--- config.mk ---
export PLATFORM = sky130hd
export DESIGN_NAME = wt_dcache_rd_arb
export DESIGN_NICKNAME = d
export VERILOG_FILES = /design/src/rtl/wt_cache_pkg.sv /design/src/rtl/wt_dcache_rd_arb_rr.sv /design/src/rtl/wt_dcache_rd_arb.sv
export SDC_FILE = /design/constraint.sdc
export NUM_CORES = 1
export LEC_CHECK = 0
export ABC_AREA = 0
export BUFFER_PORTS_ARGS = -buffer_cell sky130_fd_sc_hd__buf_2
export CORE_AREA = 2 2 156 158
export CTS_CLUSTER_SIZE = 14
export DETAILED_ROUTE_END_ITERATION = 8
export DIE_AREA = 0 0 158 160
export SLEW_MARGIN = 25
export SYNTH_ARGS = -nofsm -noshare
export SYNTH_HDL_FRONTEND = slang
export SYNTH_SLANG_ARGS = --single-unit
--- constraint.sdc ---
create_clock -name clk_i -period 4.1 [get_ports clk_i]
set_clock_uncertainty 0.2 [all_clocks]
set_input_delay 0.82 -clock clk_i [delete_from_list [all_inputs] [get_ports clk_i]]
set_output_delay 0.82 -clock clk_i [all_outputs]
set_load 0.1 [all_outputs]
--- src/rtl/wt_cache_pkg.sv ---
`default_nettype none
// ============================================================================
//  Module      : wt_cache_pkg
//  Description : Geometry constants of the write-through data cache that are
//                shared by the cache sub-blocks (index, offset, tag widths and
//                associativity).
//  Revision    : 1.0 - initial release
// ============================================================================
package wt_cache_pkg;

    localparam int unsigned DCACHE_SET_ASSOC    = 8;
    localparam int unsigned DCACHE_INDEX_WIDTH  = 12;
    localparam int unsigned DCACHE_OFFSET_WIDTH = 4;
    localparam int unsigned DCACHE_CL_IDX_WIDTH = DCACHE_INDEX_WIDTH - DCACHE_OFFSET_WIDTH;
    localparam int unsigned DCACHE_TAG_WIDTH    = 44;

endpackage : wt_cache_pkg
`default_nettype wire

--- src/rtl/wt_dcache_rd_arb_rr.sv ---
`default_nettype none
// ============================================================================
//  Module      : wt_dcache_rd_arb_rr
//  Description : Round-robin priority search. Returns the first requesting
//                port found searching upward (with wrap) from i_last+1; the
//                previous winner i_last has the lowest priority.
//  Revision    : 1.0 - initial release
//
//  Ports
//    i_req  [NumPorts]  : request vector
//    i_last [NumPortsW] : port that won the previous accepted arbitration
//    o_sel  [NumPortsW] : selected port (i_last when nothing requests)
// ============================================================================
module wt_dcache_rd_arb_rr #(
    parameter int unsigned NumPorts  = 3,
    parameter int unsigned NumPortsW = $clog2(NumPorts)
) (
    input  logic [NumPorts-1:0]  i_req,
    input  logic [NumPortsW-1:0] i_last,
    output logic [NumPortsW-1:0] o_sel
);

    logic [NumPortsW-1:0] w_cand;

    // Walk from the lowest to the highest priority position so that the
    // last hit written is the highest-priority requester.
    always_comb begin
        o_sel  = i_last;
        w_cand = '0;
        for (int k = NumPorts; k >= 1; k--) begin
            w_cand = NumPortsW'((int'(i_last) + k) % NumPorts);
            if (i_req[w_cand]) begin
                o_sel = w_cand;
            end
        end
    end

endmodule : wt_dcache_rd_arb_rr
`default_nettype wire

--- src/rtl/wt_dcache_rd_arb.sv ---
`default_nettype none
// ============================================================================
//  Module      : wt_dcache_rd_arb
//  Description : Read-port arbiter in front of the data-cache memory. Selects
//                one of NumPorts requesters round-robin, holds the selection
//                while the memory stalls, and routes the one-cycle-late tag
//                and the memory response back to the accepted port.
//  Revision    : 1.0 - initial release
//
//  Ports
//    clk_i, rst_ni            : clock, asynchronous active-low reset
//    rd_req_i/idx/off/tag_only: per-port request (held until acked)
//    rd_tag_i                 : per-port tag, valid the cycle after own ack
//    rd_ack_o                 : one-hot0 accept strobe (combinational)
//    rd_rvalid_o              : one-hot0 response-valid for the owning port
//    rd_data/vld_bits/hit_oh_o: broadcast memory response
//    mem_req/idx/off/tag_only_o, mem_tag_o : memory read port request
//    mem_ack_i                : memory accepts the request this cycle
//    mem_data/vld_bits/hit_oh_i: memory response, one cycle after accept
// ============================================================================
module wt_dcache_rd_arb
    import wt_cache_pkg::*;
#(
    parameter int unsigned NumPorts  = 3,
    parameter int unsigned NumPortsW = $clog2(NumPorts)
) (
    input  logic                                                clk_i,
    input  logic                                                rst_ni,
    input  logic [NumPorts-1:0]                                 rd_req_i,
    input  logic [NumPorts-1:0][DCACHE_CL_IDX_WIDTH-1:0]        rd_idx_i,
    input  logic [NumPorts-1:0][DCACHE_OFFSET_WIDTH-1:0]        rd_off_i,
    input  logic [NumPorts-1:0][DCACHE_TAG_WIDTH-1:0]           rd_tag_i,
    input  logic [NumPorts-1:0]                                 rd_tag_only_i,
    output logic [NumPorts-1:0]                                 rd_ack_o,
    output logic [NumPorts-1:0]                                 rd_rvalid_o,
    output logic [63:0]                                         rd_data_o,
    output logic [DCACHE_SET_ASSOC-1:0]                         rd_vld_bits_o,
    output logic [DCACHE_SET_ASSOC-1:0]                         rd_hit_oh_o,
    output logic                                                mem_req_o,
    output logic [DCACHE_CL_IDX_WIDTH-1:0]                      mem_idx_o,
    output logic [DCACHE_OFFSET_WIDTH-1:0]                      mem_off_o,
    output logic                                                mem_tag_only_o,
    output logic [DCACHE_TAG_WIDTH-1:0]                         mem_tag_o,
    input  logic                                                mem_ack_i,
    input  logic [63:0]                                         mem_data_i,
    input  logic [DCACHE_SET_ASSOC-1:0]                         mem_vld_bits_i,
    input  logic [DCACHE_SET_ASSOC-1:0]                         mem_hit_oh_i
);

    logic [NumPortsW-1:0] r_rr;        // last accepted port (RR pointer)
    logic [NumPortsW-1:0] r_id;        // port accepted in the previous cycle
    logic [NumPortsW-1:0] r_lock_sel;  // port selected while memory stalled
    logic                 r_pend;      // response due this cycle
    logic                 r_lock;      // previous request was not accepted
    logic [NumPortsW-1:0] w_rr_sel;
    logic [NumPortsW-1:0] w_sel;
    logic                 w_accept;
    logic                 w_stall;

    wt_dcache_rd_arb_rr #(
        .NumPorts  (NumPorts),
        .NumPortsW (NumPortsW)
    ) u_rr (
        .i_req  (rd_req_i),
        .i_last (r_rr),
        .o_sel  (w_rr_sel)
    );

    // A stalled requester keeps the memory port; the lock only falls away
    // once that requester withdraws.
    assign w_sel    = (r_lock && rd_req_i[r_lock_sel]) ? r_lock_sel : w_rr_sel;
    assign mem_req_o = |rd_req_i;
    assign w_accept = mem_req_o & mem_ack_i;
    assign w_stall  = mem_req_o & ~mem_ack_i;

    assign mem_idx_o      = rd_idx_i[w_sel];
    assign mem_off_o      = rd_off_i[w_sel];
    assign mem_tag_only_o = rd_tag_only_i[w_sel];
    // Tag arrives one cycle after the index, so it follows the accepted id.
    assign mem_tag_o      = rd_tag_i[r_id];

    assign rd_data_o     = mem_data_i;
    assign rd_vld_bits_o = mem_vld_bits_i;
    assign rd_hit_oh_o   = mem_hit_oh_i;

    generate
        for (genvar i = 0; i < NumPorts; i++) begin : g_port
            // Ack is gated by reset so a memory ack during reset never
            // reaches a requester.
            assign rd_ack_o[i]    = rst_ni & w_accept & (w_sel == NumPortsW'(i));
            assign rd_rvalid_o[i] = r_pend & (r_id == NumPortsW'(i));
        end
    endgenerate

    always_ff @(posedge clk_i or negedge rst_ni) begin
        if (!rst_ni) begin
            r_rr       <= NumPortsW'(NumPorts - 1);
            r_id       <= '0;
            r_lock_sel <= '0;
            r_pend     <= 1'b0;
            r_lock     <= 1'b0;
        end else begin
            r_pend <= w_accept;
            r_lock <= w_stall;
            if (w_accept) begin
                r_rr <= w_sel;
                r_id <= w_sel;
            end
            if (w_stall) begin
                r_lock_sel <= w_sel;
            end
        end
    end

`ifndef SYNTHESIS
    a_ack_onehot0 : assert property (@(posedge clk_i) disable iff (!rst_ni)
        $onehot0(rd_ack_o));
    a_rvalid_onehot0 : assert property (@(posedge clk_i) disable iff (!rst_ni)
        $onehot0(rd_rvalid_o));
    a_lock_stable : assert property (@(posedge clk_i) disable iff (!rst_ni)
        (r_lock && rd_req_i[r_lock_sel]) |-> (w_sel == r_lock_sel));
`endif

endmodule : wt_dcache_rd_arb
`default_nettype wire

==> results of run 1 <==
[metrics by stage]
step / hold WS, ps / setup TNS, ps / area [um^2]
after global routing: 242 / 0 / 4010
final: 232 / 0 / 4010
after detailed placement: 320 / 0 / 3910
after floorplan: 304 / -1120 / 2580
after CTS: 234 / 0 / 4000
after global placement: 337 / 0 / 3910
[Yosys cell counts (all sizes together) (4+ instances only)]
| master | count | share of area (%) |
|---|---|---|
| ha | 4 | 2.0 |
| buf | 87 | 26 |
| inv | 16 | 2.4 |
| o22ai | 15 | 6.4 |
| nand2 | 46 | 6.8 |
| nor2b | 4 | 0.98 |
| clkbuf | 15 | 2.2 |
| mux2 | 4 | 1.8 |
| mux2i | 62 | 25 |
| dfrtp | 6 | 5.9 |
| nor2 | 11 | 1.6 |
| o21ai | 47 | 9.4 |
[routing by layer]
layer	vias up	share of wire [%]	global-route usage [%]
met2	194	45	11.6
met3	28	11	3.53
met4	0	3.5	2.87
met1	1262	40	9.27
li1	1414	-	-
met5	-	0	0
[kinds of logic after synthesis]
kind of cell             after synthesis  share of synthesized area (%)
flip-flops                             7                           6.92
AO/OA/AOI/OAI                         74                           20.0
adder cells (fa/ha/maj)                4                           1.96
AND/OR/NAND/NOR                       78                           14.1
multiplexers                          66                           26.6
buffers and inverters                118                           30.4
[sequential cells by signal (all words and copies together) (netlist names)]
name	count
r_rr	2
r_id	1
r_lock	1
r_pend	1
r_lock_sel	2
[area by class of cell]
| type | count | area (um^2) |
|---|---|---|
| multi-input cells | 222 | 1650 |
| clock buffers | 4 | 78.8 |
| repair buffers | 249 | 1630 |
| inverters | 16 | 60.1 |
| fillers | 2748 | 19800 |
| well taps | 324 | 405 |
| flip-flops and latches | 7 | 179 |
[worst reg2reg max path: cells and delay by family, from the launching register on]
family	cells	cell delay [ps]
compound gates	3	420
fa+ha+maj	1	410
mux	3	880
buf+inv	1	70
flops	1	560
[cell usage in the layout (no fill, tap or decap), drive strengths merged, types with 2 or more instances in the layout]
master / Yosys / final
ha: 4 / 4
a21oi: 3 / 3
nor3b: 3 / 3
clkbuf: 15 / 4
o21ai: 47 / 47
mux2: 4 / 4
buf: 87 / 249
and3: 2 / 2
nor2b: 4 / 4
and2: 2 / 2
nor2: 11 / 11
and4b: 2 / 2
nand2b: 2 / 2
mux2i: 62 / 62
o22ai: 15 / 15
dfrtp: 6 / 6
inv: 16 / 16
nand3b: 3 / 3
nand2: 46 / 46
[path summary, 6_finish.rpt]
kind                           endpoint  cells after the start
min in group clk_i              r_rr[1]                      2
max in group asynchronous       r_rr[1]                      1
setup reg to reg                r_rr[0]                      8
setup / recovery           mem_off_o[1]                     10
hold reg to reg                 r_rr[1]                      2
hold / removal                   r_pend                      1
==> results.cfg, run 1 <==
[status]
outcome = finished clean

[yosys]
ys_seq_elements = 7
synth_nets = 608
netlist_area_um2 = 2550
synth-edff-count = 0
ys_seq_area_share_pct = 6.92
synth_cell_types = 42
yosys_warnings = 0
async_reset_ff_share_pct = 100
syn_inst = 347
post_synth.cell_area_avg_um2 = 7.35
ys.flop_type = dfrtp_1

[finish]
final_cells = 822
layout-drive-gt1-share_pct = 57.0
nets = 760
final_util_pct = 16.8
antennaDiodeCount = 0
syn_to_final_growth_pct = 57.2

[drt]
dr.first_iter.drc_count = 107
ant_nets = 0
firstDrtPassIters = 4
vias = 2898
vias_per_cell = 3.53
wl_per_cell_um = 12.5
drc = 0
totalWireLength_um = 10300

[grt]
grt_pass1_wl_um = 14800
grt_pass1_vias = 2798
antenna_found_initial = 0
grt_usage_pct = 7.60
gr-total-overflow = 0
grt_max_degree = 50

[setup_path]
path_class = flop to output port
critical_path.top_delay_family = compound AO/OA/AOI/OAI gates
path_cells = inv_1 > ha_2 > mux2i_2 > o21ai_2 > mux2_1 > a21oi_2 > a21oi_4 > buf_4 > o22ai_2 > buf_12
crit_required_ps = 3080
crit_path_max_fanout = 10
rrSetupSlack_ps = 1440
critical_path.max_stage_delay_ps = 560
rr_startpoint = r_rr[1]
endpoint_kind = output port
slowest_stage = dfstp_2
crit_path_start_kind = flop
cp.arrival_ps = 2920
startpoint = r_rr[1]
cp_num_buf_inv = 3

[sta]
hold_viol = 0
rsz0062_at_grt = no
worst_pin_slew_ps = 523
setup_violations = 0
post-route-min-period_ps = 3940
final.setup.worst_slack_ps = 158
max_freq_ghz = 0.254
finalMaxSlewViolations = 0
maxSlewHeadroom_pct = 65.4
period_share_pct = 96.1

[clock_tree]
clock_latency_ps = 230
numCtsBuffers = 3
cts_sinks = 7
cts_root_buffer = clkbuf_16
cts.repair.resized = 1
cts_max_path_buffers = 2
h-tree-depth = 1
clkTransAtPathRegs_ps = 40
cts_setup_buffers = 0
cts_hold_buf = 0
tritoncts = yes

[placed_design]
place_inst = 818
port_buffers = 240
hpwl_um = 8850
place_ws_ps = 215
finalWeightedCongestion = 0.842

[die]
ios = 401
die_h_um = 160
start_util_pct = 10.7
die_x_um = 158
core_area_um2 = 23800
dieArea_um2 = 25300
fp-row-count = 57

[hold_path]
holdCritPathClass = primary input to asynchronous set/reset pin

[job]
drv_cap = 0
Power of run 1 is left out: the tool's default activity adds up to more than one toggle a clock period on the data nets, which glitch-free logic cannot reach.
==> inputs of run 2 (changes only) <==
Settings changed: ABC_AREA 0 to 1, CORE_AREA 2 2 156 158 to 2 2 157 159, DIE_AREA 0 0 158 160 to 0 0 159 161.
==> run 2 against run 1 <==
Compared with the run above:
- die area grew 1.3%
- core utilization decreased by 0.69 points
- highest routed layer unchanged
- first-iteration DRC count increased by 120%
==> results.cfg, run 2 <==
[setup_path]
crit_path_max_fanout = 5
critical_path.top_delay_family = simple AND/OR/NAND/NOR gates
cp_num_cells = 12
path_class = flop to output port
r2r_cells = 12
cp.arrival_ps = 2730
cp_num_buf_inv = 3
path_cells = inv_1 > ha_1 > inv_2 > nand2_2 > nand3_1 > nand2_1 > a31oi_1 > o21ai_1 > nand3_1 > nand2_1 > nor2_1 > buf_12
slowest_stage = dfstp_2
crit_path_start_kind = flop
crit_required_ps = 3080
critical_path.max_stage_delay_ps = 550
endpoint_kind = output port

[drt]
vias_per_cell = 3.78
dr.first_iter.drc_count = 239
firstDrtPassIters = 4
vias = 3596
wl_per_cell_um = 13.3
drc = 0
ant_nets = 0
totalWireLength_um = 12600

[sta]
hold_viol = 0
post-route-min-period_ps = 3750
setup_violations = 0
maxSlewHeadroom_pct = 60.3
finalMaxSlewViolations = 0
worst_pin_slew_ps = 595
rsz0062_at_grt = no
period_share_pct = 91.6
max_freq_ghz = 0.266

[job]
drv_cap = 0

[finish]
seqCellArea_um2 = 178
final_cells = 952
multi_input_area_um2 = 1540
syn_to_final_growth_pct = 50.1
layout_commonest_cell = buf_2
final_cell_mix = 224 x buf_2, 150 x nand2_1, 128 x nand3_1, 35 x inv_1, 16 x buf_12
final_util_pct = 16.1
layout-drive-gt1-share_pct = 43.5
stdcell_area_um2 = 3870
biggestRegsByFlops = r_lock_sel: 2 flops, r_rr: 2 flops
fillCellCount = 2808
nets = 889

[die]
fp-row-count = 57
die_h_um = 161
start_util_pct = 10.7
die_x_um = 159
core_area_um2 = 24000
ios = 401
dieArea_um2 = 25600

[grt]
grt_usage_pct = 9.17
antenna_found_initial = 1
grt_pass1_wl_um = 18500
grt_pass1_vias = 3418
gr-total-overflow = 0
grt_max_degree = 45

[clock_tree]
clkTransAtPathRegs_ps = 40
cts.repair.resized = 0
clock_latency_ps = 230
cts_max_path_buffers = 2
cts_hold_buf = 0
numCtsBuffers = 3
cts_root_buffer = clkbuf_16
tritoncts = yes
cts_sinks = 7
h-tree-depth = 1
cts_setup_buffers = 0

[yosys]
syn_inst = 480
synth_cell_types = 25
synth_common_cells = 150 x nand2_1, 128 x nand3_1, 82 x buf_4
async_reset_ff_share_pct = 100
synth_nets = 741
post_synth.cell_area_avg_um2 = 5.36
synth.area.top_cells = nand3_1 25%, buf_4 24%, nand2_1 22%
synth-edff-count = 0
synth_area_leader_cell = nand3_1
ys.flop_type = dfrtp_1
netlist_area_um2 = 2570
synth_top_cell_area_share_pct = 24.9
yosysMostFrequentCell = nand2_1
ys_seq_elements = 7
ys_seq_area_share_pct = 6.85
yosys_warnings = 0

[hold_path]
holdCritPathClass = primary input to asynchronous set/reset pin

[placed_design]
port_buffers = 240
hpwl_um = 10700
place_inst = 947
finalWeightedCongestion = 0.907
placed_area_um2 = 3780

[status]
outcome = finished clean
-- run 2: metrics by stage --
step | hold slack [ps] | TNS (ps) | setup WS, ps
floorplan | 324 | -355 | -177
global placement | 369 | 0 | 561
finish | 256 | 0 | 346
CTS | 254 | 0 | 359
global route | 252 | 0 | 134
detailed placement | 369 | 0 | 551
-- run 2: cell families after synthesis --
logic type      share of synthesized area [%]
buf+inv                                  34.4
flops                                    6.85
simple gates                             54.0
fa+ha+maj                                1.94
compound gates                           2.87
-- run 2: path summary, 6_finish.rpt --
path | start | end | slack [ps]
min in group clk_i | r_rr[1] | r_rr[1] | 380
max reg2reg | r_rr[1] | r_rr[0] | 1620
max | r_rr[1] | rd_ack_o[0] | 350
max in group asynchronous | rst_ni | r_rr[1] | 3180
min reg2reg | r_rr[1] | r_rr[1] | 380
min | rst_ni | r_lock_sel[0] | 260
-- run 2: area by class of cell --
type	count	share of cell area, %
Inverter	44	4.27
Sequential cell	7	4.60
Multi-Input combinational cell	324	39.7
Timing Repair Buffer	248	38.8
Tap cell	324	10.5
Antenna cell	1	0.0647
Clock buffer	4	2.04
-- run 2: layer usage --
| metal | up-vias | GRT usage [%] | wire [um] | share of wire [%] |
|---|---|---|---|---|
| met5 | - | 0 | 0 | 0 |
| li1 | 1761 | - | - | - |
| met1 | 1526 | 9.42 | 4540 | 36 |
| met3 | 54 | 3.16 | 1430 | 11 |
| met2 | 255 | 16.3 | 5940 | 47 |
| met4 | 0 | 5.37 | 724 | 5.7 |
Power of run 2 is left out for the same reason.
